`config.mk`:
```
export PLATFORM = sky130hd
export DESIGN_NAME = arb_requester_flat
export DESIGN_NICKNAME = d
export VERILOG_FILES = /design/src/rtl/arb_requester_if.sv /design/src/rtl/arb_requester.sv /design/src/flat_wrapper.sv
export SDC_FILE = /design/constraint.sdc
export NUM_CORES = 1
export LEC_CHECK = 0
export BUFFER_PORTS_ARGS = -buffer_cell sky130_fd_sc_hd__buf_2
export CAP_MARGIN = 20
export CORE_UTILIZATION = 45
export DETAILED_ROUTE_END_ITERATION = 6
export GPL_ROUTABILITY_DRIVEN = 0
export PLACE_DENSITY = 0.77
export SETUP_SLACK_MARGIN = 0.2
export SLEW_MARGIN = 15
export SYNTH_ARGS = -nofsm -noshare
export SYNTH_HDL_FRONTEND = slang
export SYNTH_SLANG_ARGS = --single-unit
```
`constraint.sdc`:
```
create_clock -name clk -period 2.9 [get_ports clk]
set_input_delay 0.58 -clock clk [delete_from_list [all_inputs] [get_ports clk]]
set_output_delay 0.58 -clock clk [all_outputs]
set_load 0.02 [all_outputs]
```
`src/rtl/arb_requester_if.sv`:
```
// Job-push, arbiter req/gnt and beat-status bundle for one arb_requester port.
// slave = the requester block itself, master = the job source / arbiter side.
interface arb_requester_if #(
    parameter int LEN_WIDTH  = 4,
    parameter int FIFO_DEPTH = 4
);
    logic                          job_valid;
    logic [LEN_WIDTH-1:0]          job_len;
    logic                          job_ready;
    logic                          req;
    logic                          gnt;
    logic                          beat_valid;
    logic [LEN_WIDTH-1:0]          beat_idx;
    logic                          beat_last;
    logic                          done;
    logic                          err_abort;
    logic                          err_timeout;
    logic                          busy;
    logic [$clog2(FIFO_DEPTH):0]   fifo_level;

    modport slave (
        input  job_valid, job_len, gnt,
        output job_ready, req, beat_valid, beat_idx, beat_last,
               done, err_abort, err_timeout, busy, fifo_level
    );

    modport master (
        output job_valid, job_len, gnt,
        input  job_ready, req, beat_valid, beat_idx, beat_last,
               done, err_abort, err_timeout, busy, fifo_level
    );
endinterface

```
`src/rtl/arb_requester.sv`:
```
// arb_requester: queues transfer jobs and runs the req/gnt handshake with a one-hot arbiter.
// Latency: push into empty queue -> req 2 cycles later; beats start the cycle after gnt is seen.
// Backpressure: job_ready = !full; grant-wait timeout only when ARB_REQ_TIMEOUT_EN is defined.
module arb_requester #(
    parameter int LEN_WIDTH  = 4,
    parameter int FIFO_DEPTH = 4,
    parameter int TIMEOUT    = 16
) (
    input  logic           clk,
    input  logic           rstn,
    arb_requester_if.slave bus
);

    localparam int          PW       = $clog2(FIFO_DEPTH);
    localparam logic [PW:0] LVL_FULL = (PW + 1)'(FIFO_DEPTH);

    if (FIFO_DEPTH < 2 || (FIFO_DEPTH & (FIFO_DEPTH - 1)) != 0 || TIMEOUT < 2) begin : g_bad_cfg
        $error("arb_requester: FIFO_DEPTH must be a power of 2 >= 2 and TIMEOUT >= 2");
    end

    typedef enum logic [1:0] {IDLE, REQ, XFER, REL} state_t;

    state_t               r_state;
    state_t               w_state_nxt;
    logic [LEN_WIDTH-1:0] r_mem [FIFO_DEPTH];
    logic [PW-1:0]        r_wptr;
    logic [PW-1:0]        r_rptr;
    logic [PW:0]          r_level;
    logic [LEN_WIDTH-1:0] r_cur_len;
    logic [LEN_WIDTH-1:0] r_beat_idx;
    logic                 r_req;
    logic                 w_full;
    logic                 w_push;
    logic                 w_pop;
    logic                 w_beat;
    logic                 w_done;
    logic                 w_abort;
    logic                 w_tmo;

    assign w_full = (r_level == LVL_FULL);
    assign w_push = bus.job_valid && !w_full;
    assign w_pop  = (r_state == IDLE) && (r_level != '0);

    always_ff @(posedge clk) begin
        if (w_push) begin
            r_mem[r_wptr] <= bus.job_len;
        end
    end

    always_ff @(posedge clk or negedge rstn) begin
        if (!rstn) begin
            r_wptr  <= '0;
            r_rptr  <= '0;
            r_level <= '0;
        end else begin
            if (w_push) r_wptr <= r_wptr + 1'b1;
            if (w_pop)  r_rptr <= r_rptr + 1'b1;
            case ({w_push, w_pop})
                2'b10:   r_level <= r_level + 1'b1;
                2'b01:   r_level <= r_level - 1'b1;
                default: r_level <= r_level;
            endcase
        end
    end

`ifdef ARB_REQ_TIMEOUT_EN
    localparam int          TW       = $clog2(TIMEOUT);
    localparam logic [TW-1:0] TMO_LAST = TW'(TIMEOUT - 1);
    logic [TW-1:0] r_tcnt;

    always_ff @(posedge clk or negedge rstn) begin
        if (!rstn) begin
            r_tcnt <= '0;
        end else if (w_pop) begin
            r_tcnt <= '0;
        end else if (r_state == REQ && !bus.gnt) begin
            r_tcnt <= r_tcnt + 1'b1;
        end
    end

    assign w_tmo = (r_state == REQ) && !bus.gnt && (r_tcnt == TMO_LAST);
`else
    assign w_tmo = 1'b0;
`endif

    always_comb begin
        w_state_nxt = r_state;
        w_beat      = 1'b0;
        w_done      = 1'b0;
        w_abort     = 1'b0;
        case (r_state)
            IDLE: if (r_level != '0) w_state_nxt = REQ;
            REQ: begin
                // The grant-seen cycle is not a beat; XFER starts counting next cycle.
                if (bus.gnt)    w_state_nxt = XFER;
                else if (w_tmo) w_state_nxt = REL;
            end
            XFER: begin
                if (bus.gnt) begin
                    w_beat = 1'b1;
                    if (r_beat_idx == r_cur_len) begin
                        w_done      = 1'b1;
                        w_state_nxt = REL;
                    end
                end else begin
                    w_abort     = 1'b1;
                    w_state_nxt = REL;
                end
            end
            REL:     if (!bus.gnt) w_state_nxt = IDLE;
            default: w_state_nxt = IDLE;
        endcase
    end

    always_ff @(posedge clk or negedge rstn) begin
        if (!rstn) begin
            r_state    <= IDLE;
            r_req      <= 1'b0;
            r_cur_len  <= '0;
            r_beat_idx <= '0;
        end else begin
            r_state <= w_state_nxt;
            r_req   <= (w_state_nxt == REQ) || (w_state_nxt == XFER);
            if (w_pop) begin
                r_cur_len  <= r_mem[r_rptr];
                r_beat_idx <= '0;
            end else if (w_beat) begin
                r_beat_idx <= r_beat_idx + 1'b1;
            end
        end
    end

    assign bus.job_ready   = !w_full;
    assign bus.req         = r_req;
    assign bus.beat_valid  = w_beat;
    assign bus.beat_idx    = r_beat_idx;
    assign bus.beat_last   = w_done;
    assign bus.done        = w_done;
    assign bus.err_abort   = w_abort;
    assign bus.err_timeout = w_tmo;
    assign bus.busy        = (r_state != IDLE);
    assign bus.fifo_level  = r_level;

endmodule

```
`src/flat_wrapper.sv`:
```
// flat-port wrapper written by rule: the top's interface ports become plain ports
module arb_requester_flat 
#(
    parameter int LEN_WIDTH  = 4,
    parameter int FIFO_DEPTH = 4,
    parameter int TIMEOUT    = 16
)
  (clk, rstn, bus_job_valid, bus_job_len, bus_gnt, bus_job_ready, bus_req, bus_beat_valid, bus_beat_idx, bus_beat_last, bus_done, bus_err_abort, bus_err_timeout, bus_busy, bus_fifo_level);
  arb_requester_if #(.LEN_WIDTH(LEN_WIDTH), .FIFO_DEPTH(FIFO_DEPTH)) bus_i ();
  input  logic clk;
  input  logic rstn;
  input wire logic [$bits(bus_i.job_valid)-1:0] bus_job_valid;
  input wire logic [$bits(bus_i.job_len)-1:0] bus_job_len;
  input wire logic [$bits(bus_i.gnt)-1:0] bus_gnt;
  output wire logic [$bits(bus_i.job_ready)-1:0] bus_job_ready;
  output wire logic [$bits(bus_i.req)-1:0] bus_req;
  output wire logic [$bits(bus_i.beat_valid)-1:0] bus_beat_valid;
  output wire logic [$bits(bus_i.beat_idx)-1:0] bus_beat_idx;
  output wire logic [$bits(bus_i.beat_last)-1:0] bus_beat_last;
  output wire logic [$bits(bus_i.done)-1:0] bus_done;
  output wire logic [$bits(bus_i.err_abort)-1:0] bus_err_abort;
  output wire logic [$bits(bus_i.err_timeout)-1:0] bus_err_timeout;
  output wire logic [$bits(bus_i.busy)-1:0] bus_busy;
  output wire logic [$bits(bus_i.fifo_level)-1:0] bus_fifo_level;
  assign bus_i.job_valid = bus_job_valid;
  assign bus_i.job_len = bus_job_len;
  assign bus_i.gnt = bus_gnt;
  assign bus_job_ready = bus_i.job_ready;
  assign bus_req = bus_i.req;
  assign bus_beat_valid = bus_i.beat_valid;
  assign bus_beat_idx = bus_i.beat_idx;
  assign bus_beat_last = bus_i.beat_last;
  assign bus_done = bus_i.done;
  assign bus_err_abort = bus_i.err_abort;
  assign bus_err_timeout = bus_i.err_timeout;
  assign bus_busy = bus_i.busy;
  assign bus_fifo_level = bus_i.fifo_level;
  arb_requester #(.LEN_WIDTH(LEN_WIDTH), .FIFO_DEPTH(FIFO_DEPTH), .TIMEOUT(TIMEOUT)) u_core (.clk(clk), .rstn(rstn), .bus(bus_i));
endmodule
```
---- Yosys cells after proc, flatten, opt, wreduce, memory -nomap -nowiden ----
Memories as Yosys holds them, arrays and structs flattened. A register that Yosys moved wholly into a read port is not among the register bits.
Cells that the tools add are included.
storage, ports and cells
  flip-flop bits (word level) ............. 14
  RAM bits ................................ 16
  input bits .............................. 8
  output and inout bits ................... 15
  word-level logic and storage cells ...... 49
  memories kept ........................... 1
memory list
  name          words  width  read ports  clocked after Yosys merged registers in  wr ports  RTL line             text
  u_core.r_mem  4      4      1           1                                        1         arb_requester.sv:25  logic [LEN_WIDTH-1:0] r_mem [FIFO_DEPTH];
cells by class
  add/subtract/negate cells ............... 5
  eq/ne operators ......................... 9
  muxes and demuxes ....................... 18
  reduce and logical (&&, ||, !) cells .... 10
operator list
  kind                 count
  $mux 2               5
  $mux 1               9
  $eq 2x2->1 const B   4
  $mux 4               2
  $pmux 2 s4           1
  $eq 2x1->1 const B   3
  $pmux 3 s2           1
  $reduce_bool 2->1    3
  $add 2x1->2 const B  2
  $add 4x1->4 const B  1
  $eq 4x4->1           1
  $add 3x1->3 const B  1
  $eq 3x3->1 const B   1
  $reduce_bool 3->1    1
  $sub 3x1->3 const B  1
  $logic_and 1x1->1    2
  $logic_not 1->1      2
  $logic_not 2->1      1
  $logic_or 1x1->1     1

---- Logic depth before layout (Yosys ltp) ----
  depth after elaboration ................. 6
  depth in mapped cells ................... 9
  gate-level depth less buffers ........... 9

---- Worst setup path before layout ----
No wires, ideal clock.
  kind .................................... register -> register
  start point ............................. reg u_core.r_level[2], in the netlist u_core.bus.fifo_level[2]
  end point ............................... reg u_core.r_level[2], in the netlist u_core.bus.fifo_level[2]
  arrival time ............................ 2128 ps
  path slack .............................. 692 ps
  cell stages (with the launch flop) ...... 10
  buffers on the path ..................... 0
  period minus slack after synthesis ...... 2208 ps
  cell sequence ........................... dfrtp_1 or3b_4 and2_4 inv_1 ha_1 inv_1 fa_1 xor2_1 nor2_1 xor2_1
between the ends
  cells in the longest elaborated chain, start to end .. 5
  elaborated cells between the ends (all ways) .. 11
RTL lines
  what                                             RTL line             text
  start, declared                                  arb_requester.sv:28  logic [PW:0] r_level;
  start signal, assigned                           arb_requester.sv:59  2'b10: r_level <= r_level + 1'b1;
  start signal, assigned                           arb_requester.sv:60  2'b01: r_level <= r_level - 1'b1;
  start signal, assigned                           arb_requester.sv:61  default: r_level <= r_level;
  $eq 3x3->1 *                                     arb_requester.sv:40  assign w_full = (r_level == LVL_FULL);
  $logic_not 1->1 *                                --
  via bus_job_ready                                flat_wrapper.sv:15   output wire logic [$bits(bus_i.job_ready)-1:0] bus_job_ready;
  $logic_and 1x1->1 *                              arb_requester.sv:41  assign w_push = bus.job_valid && !w_full;
  $eq 2x1->1 or $eq 2x2->1 (tied branches)         arb_requester.sv:58  case ({w_push, w_pop})
  $pmux 3 s2 or $reduce_bool 2->1 (tied branches)  --
The timed path passes the listed nets; every way through them passes the cells marked *.
A chain may end at the register's enable or synchronous reset.

---- Worst setup path after layout ----
  start point ............................. reg u_core.r_level[0], in the netlist u_core.bus.fifo_level[0]
  end point ............................... reg u_core.r_level[2], in the netlist u_core.bus.fifo_level[2]
between the ends
  cells in the longest elaborated chain, start to end .. 5
  elaborated cells between the ends (all ways) .. 11
RTL lines
  what                                             RTL line
  $eq 3x3->1                                       arb_requester.sv:40
  $logic_not 1->1                                  arb_requester.sv:41
  $logic_and 1x1->1                                arb_requester.sv:41
  $eq 2x1->1 or $eq 2x2->1 (tied branches)         arb_requester.sv:58
  $pmux 3 s2 or $reduce_bool 2->1 (tied branches)  --
Parallel ways exist; a longest one is shown, timed or not.

==> impl_metrics.tcl <==
set metrics [dict create \
    die_area_um2 3740 \
    comb_power_share 0.391 \
    p_leak_nw 0.784 \
    core_area_um2 3340 \
    seqCellArea_um2 931 \
    fp.dieW_um 61.1 \
    dr.pass1.iters 4 \
    reg2regPathDepth 9 \
    fp.dieH_um 61.1 \
    drcViolationCount 0 \
    syn_area_um2 1570 \
    rows 21 \
    fin_crit_ns 2.25 \
    skew_ns 0.00620 \
    grt_pass1_wl_mm 3.87 \
    synth-edff-count 16 \
    synth_area_leader_cell "edfxtp_1" \
    hold_buffers 0 \
    grt_pass1_vias 898 \
    cts_buffers 5 \
    synth_most_common_cell "dfrtp_1" \
    rrSetupSlack_ns 0.65 \
    switchingPower_uw 690 \
    synth_seq_cells 34 \
    hold_viol_final 0 \
    drive_above_1_share 0.341 \
    h-tree-depth 2 \
    finalCritPeriodShare 0.777 \
    dpl.hpwl_mm 1.81 \
    cts_tree "yes" \
    final_net_count 149 \
    synth.avg_cell_area_um2 14.2 \
    cts_setup_buffers 0 \
    clk_pin_slew_ns 0.11 \
    status "complete, no violations" \
    p_per_area_nw_per_um2 1070 \
    multi_input_area_um2 573 \
    peakVddDrop_v 0.000568 \
    synth_ff_type "dfrtp_1" \
    vias 896 \
    end_kind "register" \
    drt_iter0_drc 52 \
    grt_max_degree 19 \
    vias_per_cell 4.95 \
    seqPwrFrac 0.429 \
    cts_max_path_buffers 2 \
    critPathRequiredTime_ns 3.15 \
    diodes 0 \
    critPathCapture "u_core.bus.fifo_level[2]" \
    r2r-end "u_core.bus.fifo_level[2]" \
    rsz0062_at_grt "no" \
    port_buffers 21 \
    synth_warnings 0 \
    cts_sinks 34 \
    worst_setup_path_start_kind "register" \
    clk-insertion-delay-late_ns 0.33 \
    clkPwrFrac 0.180 \
    root_buffer "clkbuf_4" \
    r2r-start "u_core.bus.fifo_level[0]" \
    preCtsSetupSlack_ns 0.693 \
    synthTopCellsByArea "edfxtp_1 31%, dfrtp_1 29%, mux4_2 5.7%" \
    p_int_mw 1.23 \
    synth_common_cells "18 x dfrtp_1, 16 x edfxtp_1, 9 x inv_1" \
    drv_slew 0 \
    fillers 305 \
    synthArstFlopShare 0.529 \
    synth_top_area_share 0.305 \
    initial_core_util 0.472 \
    swShare 0.359 \
    fin_setup_tns_ns 0 \
    avgRoutedWirePerCell_um 13.0 \
    synth_cell_types 34 \
    ant_nets 0 \
    cts_resized 0 \
    routed_wl_mm 2.36 \
    syn_inst 111 \
    path_max_fanout 6 \
    setup_violations 0 \
    cp_data_arrival_time_ns 2.50 \
    synth_seq_area_share 0.591 \
    finalWorstSetupSlack_ns 0.648 \
    critPathKind "register to register" \
    syn_to_final_growth_pct 13.8 \
    power_mw 1.92 \
    grt.overflow.total 0 \
    antenna_found_initial 0 \
    max_freq_mhz 444 \
    grtUsageTotal 0.147 \
    hp-class "primary input to asynchronous set/reset pin" \
    io_pins 23 \
    max_cap_viol_count 0 \
    syn_nets 126 \
    crit_path_start "u_core.bus.fifo_level[0]" \
]
## cells by family after synthesis
logic type	after synthesis	share of synthesized area
AO/OA/AOI/OAI	6	0.0254
XOR/XNOR	13	0.0723
adder cells (fa/ha/maj)	7	0.0604
buffers and inverters	15	0.0445
flip-flops	34	0.591
multiplexers	11	0.108
other	1	0.00238
AND/OR/NAND/NOR	24	0.0954
## worst min path at each step
stage | start | to | slack (ns) | depth (start not counted)
floorplan | rstn | u_core.bus.beat_idx[0] | 0.28 | 0
global placement | u_core.bus.fifo_level[2] | u_core.bus.fifo_level[2] | 0.49 | 1
detailed placement | u_core.r_cur_len[0] | u_core.r_cur_len[0] | 0.52 | 1
CTS | rstn | u_core.bus.fifo_level[2] | 0.15 | 1
global route | rstn | u_core.bus.fifo_level[2] | 0.17 | 1
finish | rstn | u_core.bus.fifo_level[2] | 0.15 | 1
## metrics by stage
stage / std cells / instance area (µm²) / util / hold slack [ns]
after global placement: 173 / 1710 / 0.512 / 0.488
after floorplan: 111 / 1570 / - / 0.284
after detailed placement: 173 / 1710 / 0.512 / 0.523
final: 181 / 1790 / 0.537 / 0.150
after CTS: 181 / 1790 / 0.537 / 0.150
after global routing: 181 / 1790 / 0.537 / 0.173
## layer usage
metal	GRT usage	up-vias	part of all wire
li1	-	429	-
met1	0.190	435	0.46
met2	0.228	27	0.47
met3	0.0483	5	0.044
met4	0.0617	0	0.018
met5	0	-	0
## cell type report
cell class | instances | area share
Inverter | 9 | 0.0189
Tap cell | 46 | 0.0321
Clock inverter | 3 | 0.0252
Multi-Input combinational cell | 62 | 0.320
Sequential cell | 34 | 0.520
Timing Repair Buffer | 22 | 0.0629
Clock buffer | 5 | 0.0210
## sequential cells by signal, indices dropped and copies added, names as in the netlist
signal                 count
u_core.r_mem              16
u_core.bus.beat_idx        4
u_core.r_cur_len           4
u_core.bus.fifo_level      3
u_core.r_rptr              2
u_core.r_state             2
u_core.r_wptr              2
u_core.bus.req             1
## power by group through the flow
stage / logic, mW / clock network, mW / registers [mW]
6_report: 0.751 / 0.345 / 0.824
5_1_grt: 0.838 / 0.370 / 0.854
4_1_cts: 0.757 / 0.354 / 0.826
3_5_place_dp: 0.757 / 0 / 0.836
3_3_place_gp: 0.714 / 0 / 0.825
2_1_floorplan: 0.590 / 0 / 0.815
## layout by cell type (no fill, tap or decap), drive strengths merged, types with 3 or more instances in the layout
cell type	count
nor2	6
buf	22
xor2	6
and3	4
nor3	3
ha	6
mux4	4
inv	9
dfrtp	18
mux2	5
clkbuf	5
xnor2	7
edfxtp	16
## critical path, stage by stage (launching register included)
cell	delay (ns)
dfrtp_1	0.44
or3b_4	0.43
and2_4	0.19
inv_1	0.05
ha_1	0.16
inv_1	0.06
fa_1	0.37
xor2_1	0.15
nor2_1	0.11
xor2_1	0.21
Note: power is estimated with default switching activity, not from simulation.
